--- src/rtl/uart_pkg.sv ---
// Shared definitions for the UART transmit-side arbiter: FSM encoding and
// default sizing of the byte path and transfer watchdog.
package uart_pkg;

  localparam logic [1:0] S_IDLE      = 2'd0;
  localparam logic [1:0] S_LOAD      = 2'd1;
  localparam logic [1:0] S_WAIT_ACT  = 2'd2;
  localparam logic [1:0] S_WAIT_DONE = 2'd3;

  localparam int DATA_W_DEF         = 8;
  localparam int TIMEOUT_CYCLES_DEF = 200000;

  typedef enum logic [1:0] {
    ST_IDLE      = S_IDLE,
    ST_LOAD      = S_LOAD,
    ST_WAIT_ACT  = S_WAIT_ACT,
    ST_WAIT_DONE = S_WAIT_DONE
  } arb_state_t;

endpackage

--- src/rtl/rr_pick.sv ---
// Combinational round-robin selector: first set request bit at or after ptr,
// wrapping modulo NUM_REQ. Reusable by any requester/grant arbiter.
module rr_pick #(
  parameter int NUM_REQ = 4,
  localparam int IDX_W  = (NUM_REQ > 1) ? $clog2(NUM_REQ) : 1
) (
  input  logic [NUM_REQ-1:0] req,
  input  logic [IDX_W-1:0]   ptr,
  output logic [NUM_REQ-1:0] onehot,
  output logic [IDX_W-1:0]   idx,
  output logic               any
);

  localparam logic [NUM_REQ-1:0] ONE_LSB = {{(NUM_REQ-1){1'b0}}, 1'b1};

  logic [IDX_W-1:0] cand_s;

  // Scan from the farthest offset down to ptr itself so the nearest requester wins.
  always_comb begin
    idx    = '0;
    any    = 1'b0;
    cand_s = '0;
    for (int i = NUM_REQ - 1; i >= 0; i--) begin
      cand_s = IDX_W'((int'(ptr) + i) % NUM_REQ);
      idx    = req[cand_s] ? cand_s : idx;
      any    = any | req[cand_s];
    end
    onehot = any ? (ONE_LSB << idx) : '0;
  end

endmodule

--- src/rtl/uart_tx_arbiter.sv ---
// Round-robin sharing of one UART transmitter between NUM_REQ byte producers,
// with completion tracking and a watchdog that frees a stuck line.
module uart_tx_arbiter
  import uart_pkg::*;
#(
  parameter int NUM_REQ        = 4,
  parameter int DATA_W         = DATA_W_DEF,
  parameter int TIMEOUT_CYCLES = TIMEOUT_CYCLES_DEF
) (
  input  logic                      clk,
  input  logic                      reset,
  input  logic [NUM_REQ-1:0]        req,
  input  logic [NUM_REQ*DATA_W-1:0] req_data,
  output logic [NUM_REQ-1:0]        grant,
  output logic [NUM_REQ-1:0]        done,
  output logic                      tx_en,
  output logic [DATA_W-1:0]         tx_data,
  input  logic                      tx_active,
  input  logic                      tx_done,
  output logic                      busy,
  output logic                      timeout_err
);

  localparam int IDX_W = $clog2(NUM_REQ);
  localparam int WD_W  = (TIMEOUT_CYCLES > 1) ? $clog2(TIMEOUT_CYCLES) : 1;
  localparam logic [WD_W-1:0]    WD_LAST  = WD_W'(TIMEOUT_CYCLES - 1);
  localparam logic [IDX_W-1:0]   IDX_LAST = IDX_W'(NUM_REQ - 1);
  localparam logic [NUM_REQ-1:0] ONE_LSB  = {{(NUM_REQ-1){1'b0}}, 1'b1};

  arb_state_t          state_r, state_nx_s;
  logic [IDX_W-1:0]    rr_ptr_r, rr_ptr_nx_s;
  logic [IDX_W-1:0]    owner_r, owner_nx_s;
  logic [WD_W-1:0]     wd_cnt_r, wd_cnt_nx_s;
  logic [NUM_REQ-1:0]  grant_r, grant_nx_s;
  logic [NUM_REQ-1:0]  done_r, done_nx_s;
  logic                tx_en_r, tx_en_nx_s;
  logic [DATA_W-1:0]   tx_data_r, tx_data_nx_s;
  logic                busy_r, busy_nx_s;
  logic                timeout_r, timeout_nx_s;

  logic [NUM_REQ-1:0]  pick_onehot_s;
  logic [IDX_W-1:0]    pick_idx_s;
  logic                pick_any_s;
  logic                wd_expire_s;
  logic [WD_W-1:0]     wd_inc_s;

  rr_pick #(.NUM_REQ(NUM_REQ)) u_pick (
    .req    (req),
    .ptr    (rr_ptr_r),
    .onehot (pick_onehot_s),
    .idx    (pick_idx_s),
    .any    (pick_any_s)
  );

  assign wd_expire_s = (wd_cnt_r == WD_LAST);
  assign wd_inc_s    = (wd_cnt_r == {WD_W{1'b1}}) ? wd_cnt_r : wd_cnt_r + WD_W'(1);

  // Next-state and next-output logic; a tx_done always outranks watchdog expiry.
  always_comb begin
    state_nx_s   = state_r;
    rr_ptr_nx_s  = rr_ptr_r;
    owner_nx_s   = owner_r;
    wd_cnt_nx_s  = wd_cnt_r;
    grant_nx_s   = '0;
    done_nx_s    = '0;
    tx_en_nx_s   = 1'b0;
    tx_data_nx_s = tx_data_r;
    timeout_nx_s = 1'b0;
    case (state_r)
      ST_IDLE: begin
        if (pick_any_s && !tx_active) begin
          tx_data_nx_s = req_data[pick_idx_s*DATA_W +: DATA_W];
          owner_nx_s   = pick_idx_s;
          grant_nx_s   = pick_onehot_s;
          tx_en_nx_s   = 1'b1;
          state_nx_s   = ST_LOAD;
        end else begin
          state_nx_s   = ST_IDLE;
        end
      end
      ST_LOAD: begin
        rr_ptr_nx_s = (owner_r == IDX_LAST) ? '0 : owner_r + IDX_W'(1);
        wd_cnt_nx_s = '0;
        state_nx_s  = ST_WAIT_ACT;
      end
      ST_WAIT_ACT, ST_WAIT_DONE: begin
        if (tx_done) begin
          done_nx_s    = ONE_LSB << owner_r;
          state_nx_s   = ST_IDLE;
        end else if (wd_expire_s) begin
          timeout_nx_s = 1'b1;
          state_nx_s   = ST_IDLE;
        end else begin
          wd_cnt_nx_s  = wd_inc_s;
          if (tx_active) begin
            state_nx_s = ST_WAIT_DONE;
          end else begin
            state_nx_s = state_r;
          end
        end
      end
      default: begin
        state_nx_s = ST_IDLE;
      end
    endcase
    busy_nx_s = (state_nx_s != ST_IDLE);
  end

  // State, pointer, watchdog and registered outputs.
  always_ff @(posedge clk or posedge reset) begin
    if (reset) begin
      state_r   <= ST_IDLE;
      rr_ptr_r  <= '0;
      owner_r   <= '0;
      wd_cnt_r  <= '0;
      grant_r   <= '0;
      done_r    <= '0;
      tx_en_r   <= 1'b0;
      tx_data_r <= '0;
      busy_r    <= 1'b0;
      timeout_r <= 1'b0;
    end else begin
      state_r   <= state_nx_s;
      rr_ptr_r  <= rr_ptr_nx_s;
      owner_r   <= owner_nx_s;
      wd_cnt_r  <= wd_cnt_nx_s;
      grant_r   <= grant_nx_s;
      done_r    <= done_nx_s;
      tx_en_r   <= tx_en_nx_s;
      tx_data_r <= tx_data_nx_s;
      busy_r    <= busy_nx_s;
      timeout_r <= timeout_nx_s;
    end
  end

  assign grant       = grant_r;
  assign done        = done_r;
  assign tx_en       = tx_en_r;
  assign tx_data     = tx_data_r;
  assign busy        = busy_r;
  assign timeout_err = timeout_r;

endmodule

--- config.mk ---
export PLATFORM = sky130hd
export DESIGN_NAME = uart_tx_arbiter
export DESIGN_NICKNAME = d
export VERILOG_FILES = /design/src/rtl/uart_pkg.sv /design/src/rtl/rr_pick.sv /design/src/rtl/uart_tx_arbiter.sv
export SDC_FILE = /design/constraint.sdc
export NUM_CORES = 1
export LEC_CHECK = 0
export ABC_AREA = 1
export CAP_MARGIN = 20
export CORE_MARGIN = 4
export CORE_UTILIZATION = 51
export CTS_CLUSTER_DIAMETER = 30
export DETAILED_ROUTE_END_ITERATION = 7
export PLACE_DENSITY = 0.9
export SLEW_MARGIN = 30
export SYNTH_ARGS = -nofsm -noshare
export SYNTH_HDL_FRONTEND = slang
export SYNTH_HIERARCHICAL = 1
export SYNTH_SLANG_ARGS = --single-unit
--- constraint.sdc ---
create_clock -name clk -period 2.7 [get_ports clk]
set_input_delay 0.81 -clock clk [delete_from_list [all_inputs] [get_ports clk]]
set_output_delay 0.81 -clock clk [all_outputs]
set_load 0.02 [all_outputs]
==> metrics.cfg <==
[final_layout]
stdcell_area_um2 = 3497
diodes = 0
drive_gt1_frac = 0.1412
area_growth_pct = 25.73
layout_commonest_cell = nor2_1
num-nets-final = 484
layout_common_cells = nor2_1 (79), nand2_1 (76), clkdlybuf4s50_1 (58)
utilization = 0.6719

[floorplanning]
rows = 26
dieArea_um2 = 6699
io_pins = 59
core_area_um2 = 5205
die_w_um = 81.85
start_util = 0.5344
die_h_um = 81.85

[detailed_routing]
vias_per_cell = 5.047
drc = 0
vias = 2569
firstDrtPassIters = 6
wire_per_inst_um = 11.83
drt_iter0_markers = 99
routed_wirelength_mm = 6.020
detail-route-antenna-nets = 0

[power_and_ir_drop]
leakage_nw = 1.548
finalPower_mw = 3.248
p_per_area_nw_per_um2 = 928.8
ir_drop_mv = 0.7440

[clock_network]
clk_path_buf_depth = 2
path_clk_slew_ns = 0.08
h-tree-depth = 2
cts_tree = done
clk-insertion-delay-late_ns = 0.29
cts_buffers = 5
cts-root-buf = clkbuf_8
clock-sinks = 43
holdBufCountCts = 0
post-cts-setup-buffers = 0

[yosys]
ys_seq_area_frac = 0.3869
synth-seq-cells = 43
synth_edf_count = 0
async_flop_share = 1.000
yosysTopAreaCellShare = 0.3869
netlist_top_cells_area = dfrtp_1 (39%), nor2_1 (11%), nand2_1 (10%)
yosysTopAreaCell = dfrtp_1
synth_ff_type = dfrtp_1
syn-num-nets = 429
syn_area_per_cell_um2 = 7.243
ys_types = 38
synth_area_um2 = 2781
yosys_warnings = 6
syn_inst = 384

[global_routing]
gr-total-overflow = 0
track_usage = 0.2013
grt_first_pass_wirelength_mm = 10.64
grt_pass1_vias = 2590
antenna_found_initial = 0
grt_max_degree = 44

[placement]
place_congestion = 0.8424
dpl.hpwl_mm = 4.736
pre_cts_ws_ns = -0.04182
io_buffers = 58
placed_cell_area_um2 = 3390

[timing]
fin_crit_ns = 2.384
hold_viol_final = 0
drv_slew = 0
fin_skew_ns = 0.004751
fmax_mhz = 419.5
finalSetupViolations = 0
slew_headroom = 0.6567
period_share = 0.8828
holdWs_ns = 0.5480
fin_ws_ns = 0.3163
grt_setup_unrepaired = false
tightest_slew_ns = 0.5150

[worst_hold_path]
worstHoldPathType = flip-flop to flip-flop

[worst_setup_path]
critPathBufInv = 4
end_kind = flip-flop
crit_chain = clkdlybuf4s50_1 > inv_1 > nand2_1 > nand3_2 > nand2_1 > inv_1 > nand2_1 > nand3_2 > nand2_4 > buf_12 > nor2_1 > nor2_1 > o21ai_0 > a31oi_1
critPathKind = input port to flip-flop
crit_top_cell = nand2_1
cp_top_family = simple AND/OR/NAND/NOR gates
slowest_stage = clkdlybuf4s50_1
worstSetupStartpointType = input port
arrival_ns = 2.59
required_ns = 2.91
slowest_delay_ns = 0.49
crit_fanout = 11

[job]
maxCapViolations = 0

[run_status]
status = finished clean

[through the flow]
stage | setup TNS (ns) | cells
global route | 0 | 509
floorplan | 0 | 384
finish | 0 | 509
global placement | 0 | 502
detailed placement | -0.2029 | 502
CTS | 0 | 509
[cells by family after synthesis]
group | after synthesis | share of synthesized area
and+or+nand+nor | 222 | 0.3630
buffers and inverters | 59 | 0.09987
AOI/OAI and AO/OA | 52 | 0.1174
DFF | 43 | 0.3869
adders and majority gates | 5 | 0.02249
xor gates and xnor gates | 2 | 0.006299
muxes | 1 | 0.004048
[worst register-to-register path: cells and delay by family, from the launching register on]
family | cells | cell delay (ns)
and+or+nand+nor | 7 | 0.76
AOI/OAI and AO/OA | 1 | 0.06
DFF | 1 | 0.59
buffers and inverters | 3 | 0.51
[what timing repair did]
action | CTS | global route
endpoints found under the hold margin | 0 | 0
endpoints found under the setup margin | 0 | 1
resized for setup | 0 | 1
[final cells by class]
class / instances / area, µm²
inverters: 44 / 167.7
multi-input cells: 282 / 1433
fillers: 450 / 1708
flip-flops and latches: 43 / 1076
well taps: 70 / 87.58
clock inverters: 1 / 30.03
clock buffers: 6 / 72.57
repair buffers: 63 / 630.6
[path summary, 6_finish.rpt]
| check | start | end | slack [ns] | cells after the start |
|---|---|---|---|---|
| setup / recovery | req[3] | tx_data[3] | 0.32 | 14 |
| hold / removal | wd_cnt_r[1] | wd_cnt_r[1] | 0.55 | 2 |
| setup reg to reg | rr_ptr_r[0] | tx_data[7] | 0.66 | 11 |
| hold reg to reg | wd_cnt_r[1] | wd_cnt_r[1] | 0.55 | 2 |
| max in group asynchronous | reset | grant[0] | 1.39 | 3 |
| min in group asynchronous | reset | wd_cnt_r[10] | 0.95 | 3 |
[where the power goes]
group	internal [mW]	total (mW)	switching (mW)
clock network	0.271	0.475	0.204
registers	0.802	0.960	0.158
logic	0.717	1.81	1.10
[cells in the mapped netlist, types with 2 or more instances]
| cell | number |
|---|---|
| nor2_1 | 79 |
| nand2_1 | 76 |
| dfrtp_1 | 43 |
| inv_1 | 35 |
| nand3_1 | 31 |
| o21ai_0 | 21 |
| nand2_2 | 14 |
| o21ai_2 | 12 |
| a31oi_1 | 8 |
| buf_2 | 6 |
| inv_2 | 6 |
| ha_1 | 5 |
| o21ai_1 | 5 |
| or2_2 | 5 |
| nand3_2 | 4 |
| clkbuf_1 | 3 |
| nand4_1 | 3 |
| nor2_2 | 3 |
| buf_6 | 2 |
| clkinv_1 | 2 |
| nand2_4 | 2 |
| o21bai_1 | 2 |
| xor2_1 | 2 |
[routing by layer]
metal	vias to the layer above	GRT usage	part of all wire
met5	-	0	0
met4	0	0.08306	0.016
met3	12	0.05702	0.072
met2	82	0.3570	0.49
met1	1153	0.2247	0.42
li1	1322	-	-
[state kept, by name, summed over array words and instances, names as in the netlist]
register,flops
state_r,2
wd_cnt_r,18
grant,4
tx_data,8
tx_en,1
timeout_err,1
done,4
owner_r,2
rr_ptr_r,2
busy,1
Note: power is estimated with default switching activity, not from simulation.
